## config.mk

```make
export PLATFORM = sky130hd
export DESIGN_NAME = peripheral_msi_apb_arbiter
export DESIGN_NICKNAME = d
export VERILOG_FILES = /design/src/rtl/peripheral_msi_apb_arbiter.sv
export SDC_FILE = /design/constraint.sdc
export NUM_CORES = 1
export LEC_CHECK = 0
export CAP_MARGIN = 10
export CORE_MARGIN = 3
export CORE_UTILIZATION = 32
export CTS_CLUSTER_DIAMETER = 30
export CTS_CLUSTER_SIZE = 14
export DETAILED_ROUTE_END_ITERATION = 7
export PLACE_DENSITY = 0.8
export SLEW_MARGIN = 20
export SYNTH_ARGS = -nofsm -noshare
export SYNTH_HDL_FRONTEND = slang
export SYNTH_SLANG_ARGS = --single-unit
```

## constraint.sdc

```tcl
create_clock -name HCLK -period 1.9 [get_ports HCLK]
set_input_delay 0.19 -clock HCLK [delete_from_list [all_inputs] [get_ports HCLK]]
set_output_delay 0.19 -clock HCLK [all_outputs]
set_load 0.02 [all_outputs]
```

## src/rtl/peripheral_msi_apb_arbiter.sv

```systemverilog
`default_nettype none
// ============================================================================
// Module      : peripheral_msi_apb_arbiter
// Description : Two-master round-robin APB4 arbiter in front of the single
//               APB port of the MSI peripheral. Each master sees an ordinary
//               APB slave that stretches its access phase while the arbiter
//               runs that master's transfer on the shared slave port. A
//               wait-state watchdog aborts a stalled slave transfer with
//               PSLVERR so a hung slave cannot lock out both masters.
// Revision    : 1.0 - initial release
// ----------------------------------------------------------------------------
// Ports
//   HCLK, HRESETn           clock, asynchronous active-low reset
//   mN_PSEL/PENABLE/PADDR/
//   PWDATA/PWRITE   (in)    APB request from master N (N = 0, 1)
//   mN_PRDATA/PREADY/
//   PSLVERR         (out)   APB response to master N
//   s_PSEL/PENABLE/PWRITE/
//   PADDR/PWDATA    (out)   shared slave request (registered)
//   s_PRDATA/PREADY/
//   PSLVERR         (in)    shared slave response
//   grant_o         (out)   master owning the slave, valid while busy_o = 1
//   busy_o          (out)   arbiter is running a slave transfer
// ============================================================================
module peripheral_msi_apb_arbiter #(
  parameter int APB_ADDR_WIDTH = 8,
  parameter int APB_DATA_WIDTH = 32,
  parameter int TIMEOUT        = 255
) (
  input  logic                      HCLK,
  input  logic                      HRESETn,
  input  logic                      m0_PSEL,
  input  logic                      m0_PENABLE,
  input  logic [APB_ADDR_WIDTH-1:0] m0_PADDR,
  input  logic [APB_DATA_WIDTH-1:0] m0_PWDATA,
  input  logic                      m0_PWRITE,
  output logic [APB_DATA_WIDTH-1:0] m0_PRDATA,
  output logic                      m0_PREADY,
  output logic                      m0_PSLVERR,
  input  logic                      m1_PSEL,
  input  logic                      m1_PENABLE,
  input  logic [APB_ADDR_WIDTH-1:0] m1_PADDR,
  input  logic [APB_DATA_WIDTH-1:0] m1_PWDATA,
  input  logic                      m1_PWRITE,
  output logic [APB_DATA_WIDTH-1:0] m1_PRDATA,
  output logic                      m1_PREADY,
  output logic                      m1_PSLVERR,
  output logic                      s_PSEL,
  output logic                      s_PENABLE,
  output logic                      s_PWRITE,
  output logic [APB_ADDR_WIDTH-1:0] s_PADDR,
  output logic [APB_DATA_WIDTH-1:0] s_PWDATA,
  input  logic [APB_DATA_WIDTH-1:0] s_PRDATA,
  input  logic                      s_PREADY,
  input  logic                      s_PSLVERR,
  output logic                      grant_o,
  output logic                      busy_o
);

  // A zero TIMEOUT disables the watchdog; keep the counter one bit wide then.
  localparam int                 c_CNT_W   = (TIMEOUT > 0) ? $clog2(TIMEOUT + 1) : 1;
  localparam logic [c_CNT_W-1:0] c_TIMEOUT = c_CNT_W'(TIMEOUT);
  localparam logic               c_WDOG_EN = (TIMEOUT > 0);

  typedef enum logic [1:0] {
    ST_IDLE   = 2'd0,
    ST_SETUP  = 2'd1,
    ST_ACCESS = 2'd2
  } state_t;

  state_t                    r_state;
  logic                      r_grant;
  logic                      r_last;     // master granted most recently
  logic                      r_psel;
  logic                      r_penable;
  logic                      r_write;
  logic [APB_ADDR_WIDTH-1:0] r_addr;
  logic [APB_DATA_WIDTH-1:0] r_wdata;
  logic [c_CNT_W-1:0]        r_cnt;

  logic                      w_in_access;
  logic                      w_expired;
  logic                      w_done;
  logic                      w_idle_win;
  logic                      w_other_req;
  logic                      w_start;
  logic                      w_next;
  logic                      w_rsp0;
  logic                      w_rsp1;
  logic [APB_DATA_WIDTH-1:0] w_rsp_data;
  logic                      w_rsp_err;

  assign w_in_access = (r_state == ST_ACCESS);
  assign w_expired   = c_WDOG_EN && (r_cnt == c_TIMEOUT);
  // A real slave response takes precedence over a watchdog abort.
  assign w_done      = w_in_access && (s_PREADY || w_expired);

  // From IDLE: a lone requester wins, otherwise the one not granted last.
  assign w_idle_win  = (m0_PSEL && m1_PSEL) ? ~r_last : m1_PSEL;
  // On completion only the other master may take over without an IDLE bubble.
  assign w_other_req = r_grant ? m0_PSEL : m1_PSEL;
  assign w_start     = ((r_state == ST_IDLE) && (m0_PSEL || m1_PSEL)) ||
                       (w_done && w_other_req);
  assign w_next      = w_in_access ? ~r_grant : w_idle_win;

  // An aborted transfer reports an error with zeroed read data.
  assign w_rsp_data  = s_PREADY ? s_PRDATA : '0;
  assign w_rsp_err   = s_PREADY ? s_PSLVERR : 1'b1;

  // A master that left its access phase early gets no response.
  assign w_rsp0      = w_done && !r_grant && m0_PSEL && m0_PENABLE;
  assign w_rsp1      = w_done &&  r_grant && m1_PSEL && m1_PENABLE;

  assign m0_PREADY   = w_rsp0;
  assign m0_PRDATA   = w_rsp0 ? w_rsp_data : '0;
  assign m0_PSLVERR  = w_rsp0 && w_rsp_err;
  assign m1_PREADY   = w_rsp1;
  assign m1_PRDATA   = w_rsp1 ? w_rsp_data : '0;
  assign m1_PSLVERR  = w_rsp1 && w_rsp_err;

  assign s_PSEL      = r_psel;
  assign s_PENABLE   = r_penable;
  assign s_PWRITE    = r_write;
  assign s_PADDR     = r_addr;
  assign s_PWDATA    = r_wdata;
  assign grant_o     = r_grant;
  assign busy_o      = (r_state != ST_IDLE);

  always_ff @(posedge HCLK or negedge HRESETn) begin
    if (!HRESETn) begin
      r_state   <= ST_IDLE;
      r_grant   <= 1'b0;
      r_last    <= 1'b1;
      r_psel    <= 1'b0;
      r_penable <= 1'b0;
      r_write   <= 1'b0;
      r_addr    <= '0;
      r_wdata   <= '0;
      r_cnt     <= '0;
    end else begin
      case (r_state)
        ST_IDLE: ;
        ST_SETUP: begin
          r_state   <= ST_ACCESS;
          r_penable <= 1'b1;
          r_cnt     <= '0;
        end
        ST_ACCESS: begin
          if (w_done) begin
            r_state   <= ST_IDLE;
            r_psel    <= 1'b0;
            r_penable <= 1'b0;
          end else begin
            r_cnt <= r_cnt + 1'b1;
          end
        end
        default: r_state <= ST_IDLE;
      endcase

      // A new grant overrides the completion path above.
      if (w_start) begin
        r_state   <= ST_SETUP;
        r_psel    <= 1'b1;
        r_penable <= 1'b0;
        r_grant   <= w_next;
        r_last    <= w_next;
        r_addr    <= w_next ? m1_PADDR  : m0_PADDR;
        r_wdata   <= w_next ? m1_PWDATA : m0_PWDATA;
        r_write   <= w_next ? m1_PWRITE : m0_PWRITE;
      end
    end
  end

endmodule
`default_nettype wire

```

# == Yosys cells after proc, flatten, opt, wreduce, memory -nomap -nowiden ==
# Index checks and enable logic that the tools add are counted.
# op_classes
n_reduce_logical,26
addsub,1
n_eq_ne,6
n_bitwise,2
n_mux,20
# op_table
cell,n
32-bit 2-to-1 mux,4
8-bit 2-to-1 mux,2
8-bit case mux with 2 select lines,1
1-bit logical AND,12
1-bit 2-to-1 mux,9
"8-bit by 1-bit adder with 8-bit output, second input constant",1
"8-bit equality test, second input constant",1
2-bit AND reduction,4
2-bit nonzero test,4
2-bit case mux with 3 select lines,1
2-bit 2-to-1 mux,2
"2-bit inequality test, second input constant",2
1-bit logical OR,3
"3-bit by 1-bit inequality test with 1-bit output, second input constant",1
3-bit nonzero test,1
"2-bit by 1-bit equality test with 1-bit output, second input constant",1
"2-bit equality test, second input constant",1
2-bit zero test,1
1-bit NOT,2
1-bit case mux with 2 select lines,1
1-bit zero test,1
# totals
elab_cells,64
input_bits,122
regBits,55

# == Depth between registers and ports, before layout ==
# Gate-level depths: netlist (run 1).
# depth
word_depth,7
mapped_depth,6

# == Worst setup path after synthesis (run 1) ==
# No wires, ideal clock.
# synth_timing
kind,register to register
from,reg r_cnt[0]
to,reg r_addr[1] (netlist: s_PADDR[1])
arrival_time_ns,1.665
stages_incl_launch_ff,7
setup_slack_ns,0.110
path_buffers,1
cell_sequence,dfrtp_1 > ha_1 > and4_1 > a211oi_4 > nor2_4 > buf_6 > mux2_4
# synth_between
elab_chain_len,5
# synth_lines
item,line,rtl
from (decl),79,logic [c_CNT_W-1:0] r_cnt;
from (signal assigned),154,r_cnt <= r_cnt + 1'b1;
8-bit equality test,94,assign w_expired = c_WDOG_EN && (r_cnt == c_TIMEOUT);
1-bit logical OR,96,assign w_done = w_in_access && (s_PREADY || w_expired);
1-bit logical AND,96,
1-bit logical AND,103,(w_done && w_other_req);
1-bit logical OR,102,assign w_start = ((r_state == ST_IDLE) && (m0_PSEL || m1_PSEL)) ||
to (signal assigned),167,r_addr <= w_next ? m1_PADDR : m0_PADDR;
to (decl),77,logic [APB_ADDR_WIDTH-1:0] r_addr;
# No other way between the ends.
# A chain may end at the register's enable or synchronous reset.

# == Worst setup path after layout (run 1) ==
# layout_timing
from,reg r_state[0]
to,out m1_PRDATA[17]
# layout_between
elab_chain_len,6
# layout_lines
item,line,rtl
from (decl),71,state_t r_state;
from (signal assigned),131,r_state <= ST_IDLE;
from (signal assigned),144,r_state <= ST_ACCESS;
from (signal assigned),150,r_state <= ST_IDLE;
2-bit equality test,93,assign w_in_access = (r_state == ST_ACCESS);
1-bit logical AND,96,
1-bit logical AND (3 in series),112,assign w_rsp1 = w_done && r_grant && m1_PSEL && m1_PENABLE;
32-bit 2-to-1 mux,118,assign m1_PRDATA = w_rsp1 ? w_rsp_data : '0;
to (decl),45,"output logic [APB_DATA_WIDTH-1:0] m1_PRDATA,"
# No other way between the ends.

==> results of run 1 <==
Yosys cell counts, drive strengths merged, types with 2 or more instances:
master,number,area [sq um]
mux2,84,1020
nor2,68,263
dfrtp,54,1350
nand2,36,135
clkbuf,12,45.0
buf,8,65.1
o21ai,7,35.0
mux2i,6,72.6
nor2b,4,25.0
a21oi,3,18.8
nand3,3,15.0
nor3,3,15.0
a21o,2,15.0
a31oi,2,12.5
nand2b,2,20.0
nand4,2,12.5
o211ai,2,15.0
o311ai,2,17.5
cells in the final DEF, fill, tap and decap left out, types with 3 or more instances in the layout:
| cell | Yosys | layout |
|---|---|---|
| dfrtp_1 | 54 | 54 |
| clkbuf_16 | 0 | 5 |
| buf_4 | 0 | 57 |
| buf_8 | 0 | 4 |
| clkbuf_8 | 0 | 5 |
| clkdlybuf4s50_1 | 0 | 164 |
| mux2_2 | 57 | 8 |
| mux2_4 | 19 | 75 |
| nor3_1 | 3 | 3 |
| nor2b_1 | 4 | 4 |
| nand3_1 | 3 | 3 |
| o21ai_0 | 7 | 7 |
| mux2i_1 | 5 | 5 |
| buf_6 | 4 | 41 |
| nor2_1 | 67 | 28 |
| nor2_4 | 1 | 26 |
| nor2_2 | 0 | 14 |
| buf_12 | 0 | 7 |
| nand2_1 | 36 | 36 |
through the flow:
| stage | TNS, ns | total power [mW] | utilization |
|---|---|---|---|
| 6_report | -0.00193 | 8.55 | 0.692 |
| 5_1_grt | -3.62 | 8.96 | 0.692 |
| 4_1_cts | -1.00 | 7.56 | 0.599 |
| 3_5_place_dp | -15.75 | 6.63 | 0.604 |
| 3_3_place_gp | -14.93 | 6.50 | 0.604 |
| 2_1_floorplan | 0 | 4.64 | - |
worst max-delay path, stage by stage (launching register included):
cell,delay (ns)
dfrtp_1,0.40
nor2b_1,0.13
buf_4,0.13
nand4_1,0.14
buf_6,0.19
buf_8,0.15
nor2_2,0.12
buf_4,0.15
power by group:
| part | switching (mW) | leakage, nW | internal, mW |
|---|---|---|---|
| Clock | 0.384 | 0.0654 | 0.527 |
| Sequential | 0.318 | 0.658 | 1.72 |
| Combinational | 2.31 | 2.30 | 3.29 |
cell type report:
| type | count | area, sq um |
|---|---|---|
| clock inverter | 2 | 60.1 |
| sequential | 55 | 1380 |
| multi-input combinational | 240 | 2260 |
| antenna | 1 | 2.50 |
| tap | 133 | 166 |
| inverter | 1 | 3.75 |
| fill | 710 | 3050 |
| clock buffer | 6 | 72.6 |
| timing repair buffer | 283 | 2910 |
cells by family (layout without fill, tap and decap cells):
family / Yosys count / count (layout) / share of synthesized area
AO/OA/AOI/OAI: 25 / 25 / 0.0559
adder cells (fa/ha/maj): 1 / 1 / 0.00378
buffers and inverters: 21 / 292 / 0.0344
flip-flops: 55 / 55 / 0.416
multiplexers: 90 / 90 / 0.329
other: 0 / 1 / 0
AND/OR/NAND/NOR: 124 / 124 / 0.161
worst min-delay path by stage:
| stage | end | slack, ns | cells after the start |
|---|---|---|---|
| 5_1_grt | s_PWDATA[11]$_DFFE_PN0P_ | 0.43 | 2 |
| 6_report | s_PWDATA[11]$_DFFE_PN0P_ | 0.40 | 2 |
| 4_1_cts | s_PWDATA[11]$_DFFE_PN0P_ | 0.39 | 2 |
| 3_5_place_dp | s_PADDR[2]$_DFFE_PN0P_ | 0.20 | 1 |
| 3_3_place_gp | s_PADDR[2]$_DFFE_PN0P_ | 0.19 | 1 |
| 2_1_floorplan | grant_o$_DFFE_PN0P_ | -0.11 | 0 |
registers in the layout (all words and copies together), names as in the netlist:
register,flops
s_PWDATA,32
s_PWRITE,1
grant_o,1
r_state,2
s_PADDR,8
s_PSEL,1
r_last,1
r_cnt,8
s_PENABLE,1
timing repair:
item                                   CTS  global route
pin swaps                                1             9
resized for setup                      260           262
hold buffers                             1             0
setup buffers                            0            10
endpoints found under the hold margin   21             0
setup endpoints to repair              110           100
cloned                                   0            11
routing by layer:
layer	global-route usage	up-vias	part of all wire
met2	0.375	170	0.55
met4	0.0550	0	0.019
li1	-	1623	-
met5	0	-	0
met1	0.194	1719	0.35
met3	0.0600	16	0.082
==> out/metrics.csv, run 1 <==
stage,metric,value,unit
routing,initialDrtViolationCount,128,
grt,grt-ovfl-total,0,
setup_path,worstRegToRegCells,7,
timing,grt_setup_unrepaired,yes,
min_path,min_path_type,in2async,
synthesis,synth_edf_count,0,
final_layout,nNetsFinal,709,
timing,setup_slack,-0.00193,ns
final_layout,areaGrowthSynthToFinish,107,%
routing,vias_per_cell,4.89,
routing,routed_wl,13400,microns
synthesis,ys_seq_area_frac,0.416,
final_layout,drive_above_1_share,0.436,
grt,grt.total_usage,0.193,
place,gp_congestion,0.831,
timing,slew_violations,0,
setup_path,critPathKind,reg2out,
routing,wl_per_cell,18.6,microns
timing,relSlewSlack,0.639,
power_and_ir_drop,power_density,1250,mW/mm^2
place,hpwlAfterDp,9320,microns
place,portBuffers,234,
routing,dr.pass1.iters,7,
final_layout,fin_area,0.00686,sq mm
grt,grt_pass1_wl,17900,microns
timing,max_freq,0.526,GHz
floorplan,die-area,0.0116,sq mm
routing,vias,3528,
timing,setup_viol,1,
timing,min_period,1.90,ns
setup_path,startpoint,r_state[0]$_DFFE_PN0P_,
floorplan,die_h,108,microns
synthesis,synth-main-ff-cell,dfrtp_1,
floorplan,core_area,0.00991,sq mm
clocking,path_clk_slew,0.10,ns
timing,period_share,1.00,
setup_path,critPathLaunchType,flop,
setup_path,worst_ep_arrival_time,1.71,ns
routing,drcViolationCount,0,
place,placed_area,0.00598,sq mm
setup_path,ff2ff_setup_slack,0.01,ns
timing,final-hold-violation-count,0,
synthesis,ys_ff_latch,55,
timing,tightest_slew,0.542,ns
clocking,clk_path_buf_depth,2,
synthesis,netlist_instances,316,
grt,grt_max_degree,35,
clocking,cts_sinks,55,
setup_path,reg2reg_to,s_PWDATA[19]$_DFFE_PN0P_,
clocking,htreeDepth,2,
place,dpl_worst_slack,-0.250,ns
power_and_ir_drop,ir_worst_vdd,0.839,mV
floorplan,placementRows,36,
setup_path,path_max_fanout,7,
synthesis,syn_nets,439,
power_and_ir_drop,leakage,3.03,nW
synthesis,ys_types,41,
setup_path,worstPathRequired,1.71,ns
clocking,cts_buffers,5,
routing,drt.antenna.violating_nets,0,
setup_path,r2r-start,r_state[1]$_DFFE_PN0P_,
status,outcome,"complete, but fails checks",
grt,grt_pass1_vias,3597,
place,placed_cells,690,
grt,grt_antenna_before_repair,1,
synthesis,async_reset_ff_frac,1.00,
synthesis,post_synth.cell_area_avg,10.5,sq um
setup_path,critPathCaptureType,output pin,
floorplan,io_pins,235,
clocking,clk-insertion-delay-late,0.31,ns
floorplan,initial_utilization,0.334,
final_layout,layoutNonFillerInstCount,721,
clocking,cts_tree,yes,
setup_path,crit_end,m1_PRDATA[17],
timing,finalClockSkew,0.0130,ns
floorplan,dieWidth,108,microns
status,violations,negative setup slack,
synthesis,syn_area,0.00331,sq mm
job,drv_cap,0,
synthesis,yosys_warnings,0,
timing,timing.hold.ws,0.396,ns
clocking,ctsRootBufferMaster,clkbuf_8,
(Power assumes the default switching activity.)
==> run 2, diff against run 1 <==
- SKIP_CTS_REPAIR_TIMING: unset -> 1
==> out/metrics.csv, run 2 (synthesized netlist as in run 1, its figures left out) <==
stage,metric,value,unit
setup_path,path_max_fanout,8,
timing,min_period,1.92,ns
timing,finalClockSkew,0.00737,ns
final_layout,largest_reg_flops,32,
floorplan,initial_utilization,0.334,
routing,routed_wl,13000,microns
timing,tightest_slew,0.536,ns
floorplan,io_pins,235,
grt,grt-ovfl-total,0,
routing,vias_per_cell,4.88,
timing,fin_tns_setup,-0.145,ns
floorplan,dieWidth,108,microns
grt,grt_antenna_before_repair,1,
timing,setup_viol,21,
routing,dr.pass1.iters,4,
final_layout,final_common_cell,clkdlybuf4s50_1,
timing,grt_setup_unrepaired,yes,
min_path,min_path_type,in2async,
setup_path,worstPathRequired,2.10,ns
final_layout,final_cell_mix,"164 x clkdlybuf4s50_1, 65 x mux2_4, 54 x dfrtp_1",
timing,relSlewSlack,0.642,
status,violations,negative setup slack,
power_and_ir_drop,power_density,1250,mW/mm^2
final_layout,nNetsFinal,704,
grt,grt_max_degree,35,
clocking,clk-insertion-delay-late,0.31,ns
floorplan,die-area,0.0116,sq mm
grt,grt_pass1_wl,17700,microns
clocking,path_clk_slew,0.10,ns
final_layout,drive_above_1_share,0.435,
final_layout,multi_input_area,0.00216,sq mm
status,outcome,"complete, but fails checks",
clocking,clk_path_buf_depth,2,
setup_path,critPathKind,reg2reg,
grt,grt.total_usage,0.191,
timing,final-hold-violation-count,0,
place,gp_congestion,0.831,
setup_path,critPathLaunchType,flop,
timing,timing.hold.ws,0.394,ns
clocking,cts_sinks,55,
timing,max_freq,0.521,GHz
place,portBuffers,234,
routing,vias,3497,
routing,drcViolationCount,0,
place,dpl_worst_slack,-0.250,ns
power_and_ir_drop,leakage,2.95,nW
grt,grt_pass1_vias,3574,
timing,slew_violations,0,
timing,period_share,1.01,
floorplan,die_h,108,microns
power_and_ir_drop,ir_worst_vdd,0.842,mV
setup_path,critPathCaptureType,flop,
setup_path,worst_ep_arrival_time,2.11,ns
final_layout,fin_area,0.00671,sq mm
final_layout,register_area,0.00138,sq mm
place,placed_area,0.00598,sq mm
job,drv_cap,0,
clocking,cts_tree,yes,
final_layout,final_core_util,0.677,
timing,setup_slack,-0.0180,ns
floorplan,placementRows,36,
floorplan,core_area,0.00991,sq mm
clocking,ctsRootBufferMaster,clkbuf_8,
final_layout,areaGrowthSynthToFinish,103,%
routing,initialDrtViolationCount,135,
routing,wl_per_cell,18.1,microns
clocking,cts_buffers,5,
final_layout,fillers,744,
routing,drt.antenna.violating_nets,0,
place,hpwlAfterDp,9320,microns
clocking,htreeDepth,2,
## run 2: worst paths after layout
path,slack (ns),to,from,cells after the start
setup / recovery,-0.02,s_PWDATA[19]$_DFFE_PN0P_,r_state[0]$_DFFE_PN0P_,7
hold / removal,0.39,s_PWDATA[11]$_DFFE_PN0P_,HRESETn,2
setup reg to reg,-0.02,s_PWDATA[19]$_DFFE_PN0P_,r_state[0]$_DFFE_PN0P_,7
hold reg to reg,0.49,r_cnt[7]$_DFFE_PN0P_,r_cnt[7]$_DFFE_PN0P_,1
max in group asynchronous,0.86,r_last$_DFFE_PN1P_,HRESETn,3
min in group HCLK,0.49,r_cnt[7]$_DFFE_PN0P_,r_cnt[7]$_DFFE_PN0P_,1
## run 2: layer usage
layer | global-route usage | vias to the layer above | part of all wire
met1 | 0.192 | 1688 | 0.35
met3 | 0.0576 | 21 | 0.091
met4 | 0.0550 | 0 | 0.025
met2 | 0.373 | 172 | 0.54
met5 | 0 | - | 0
li1 | - | 1616 | -
## run 2: through the flow
step                cells  power, mW
floorplan             316       4.64
detailed placement    690       6.63
global placement      690       6.50
finish                716       8.38
CTS                   698       7.58
global route          716       8.80
## run 2: where the power goes
part | leakage [nW] | internal, mW | switching, mW
clock | 0.0654 | 0.527 | 0.385
combinational | 2.23 | 3.19 | 2.25
sequential | 0.658 | 1.72 | 0.313
## run 2: worst max-delay path: stages, from the launching register on
cell and delay (ns):
dfrtp_1 0.38, buf_6 0.13, nand2b_4 0.14, mux2i_4 0.24, buf_12 0.18, clkbuf_16 0.17
mux2_4 0.30, mux2_4 0.26
## run 2: layout make-up
class | instances | share of cell area
repair buffers | 278 | 0.427
clock buffers | 6 | 0.0108
well taps | 133 | 0.0248
multi-input cells | 240 | 0.322
diodes | 1 | 0.000373
inverters | 1 | 0.000560
clock inverters | 2 | 0.00896
flip-flops and latches | 55 | 0.205
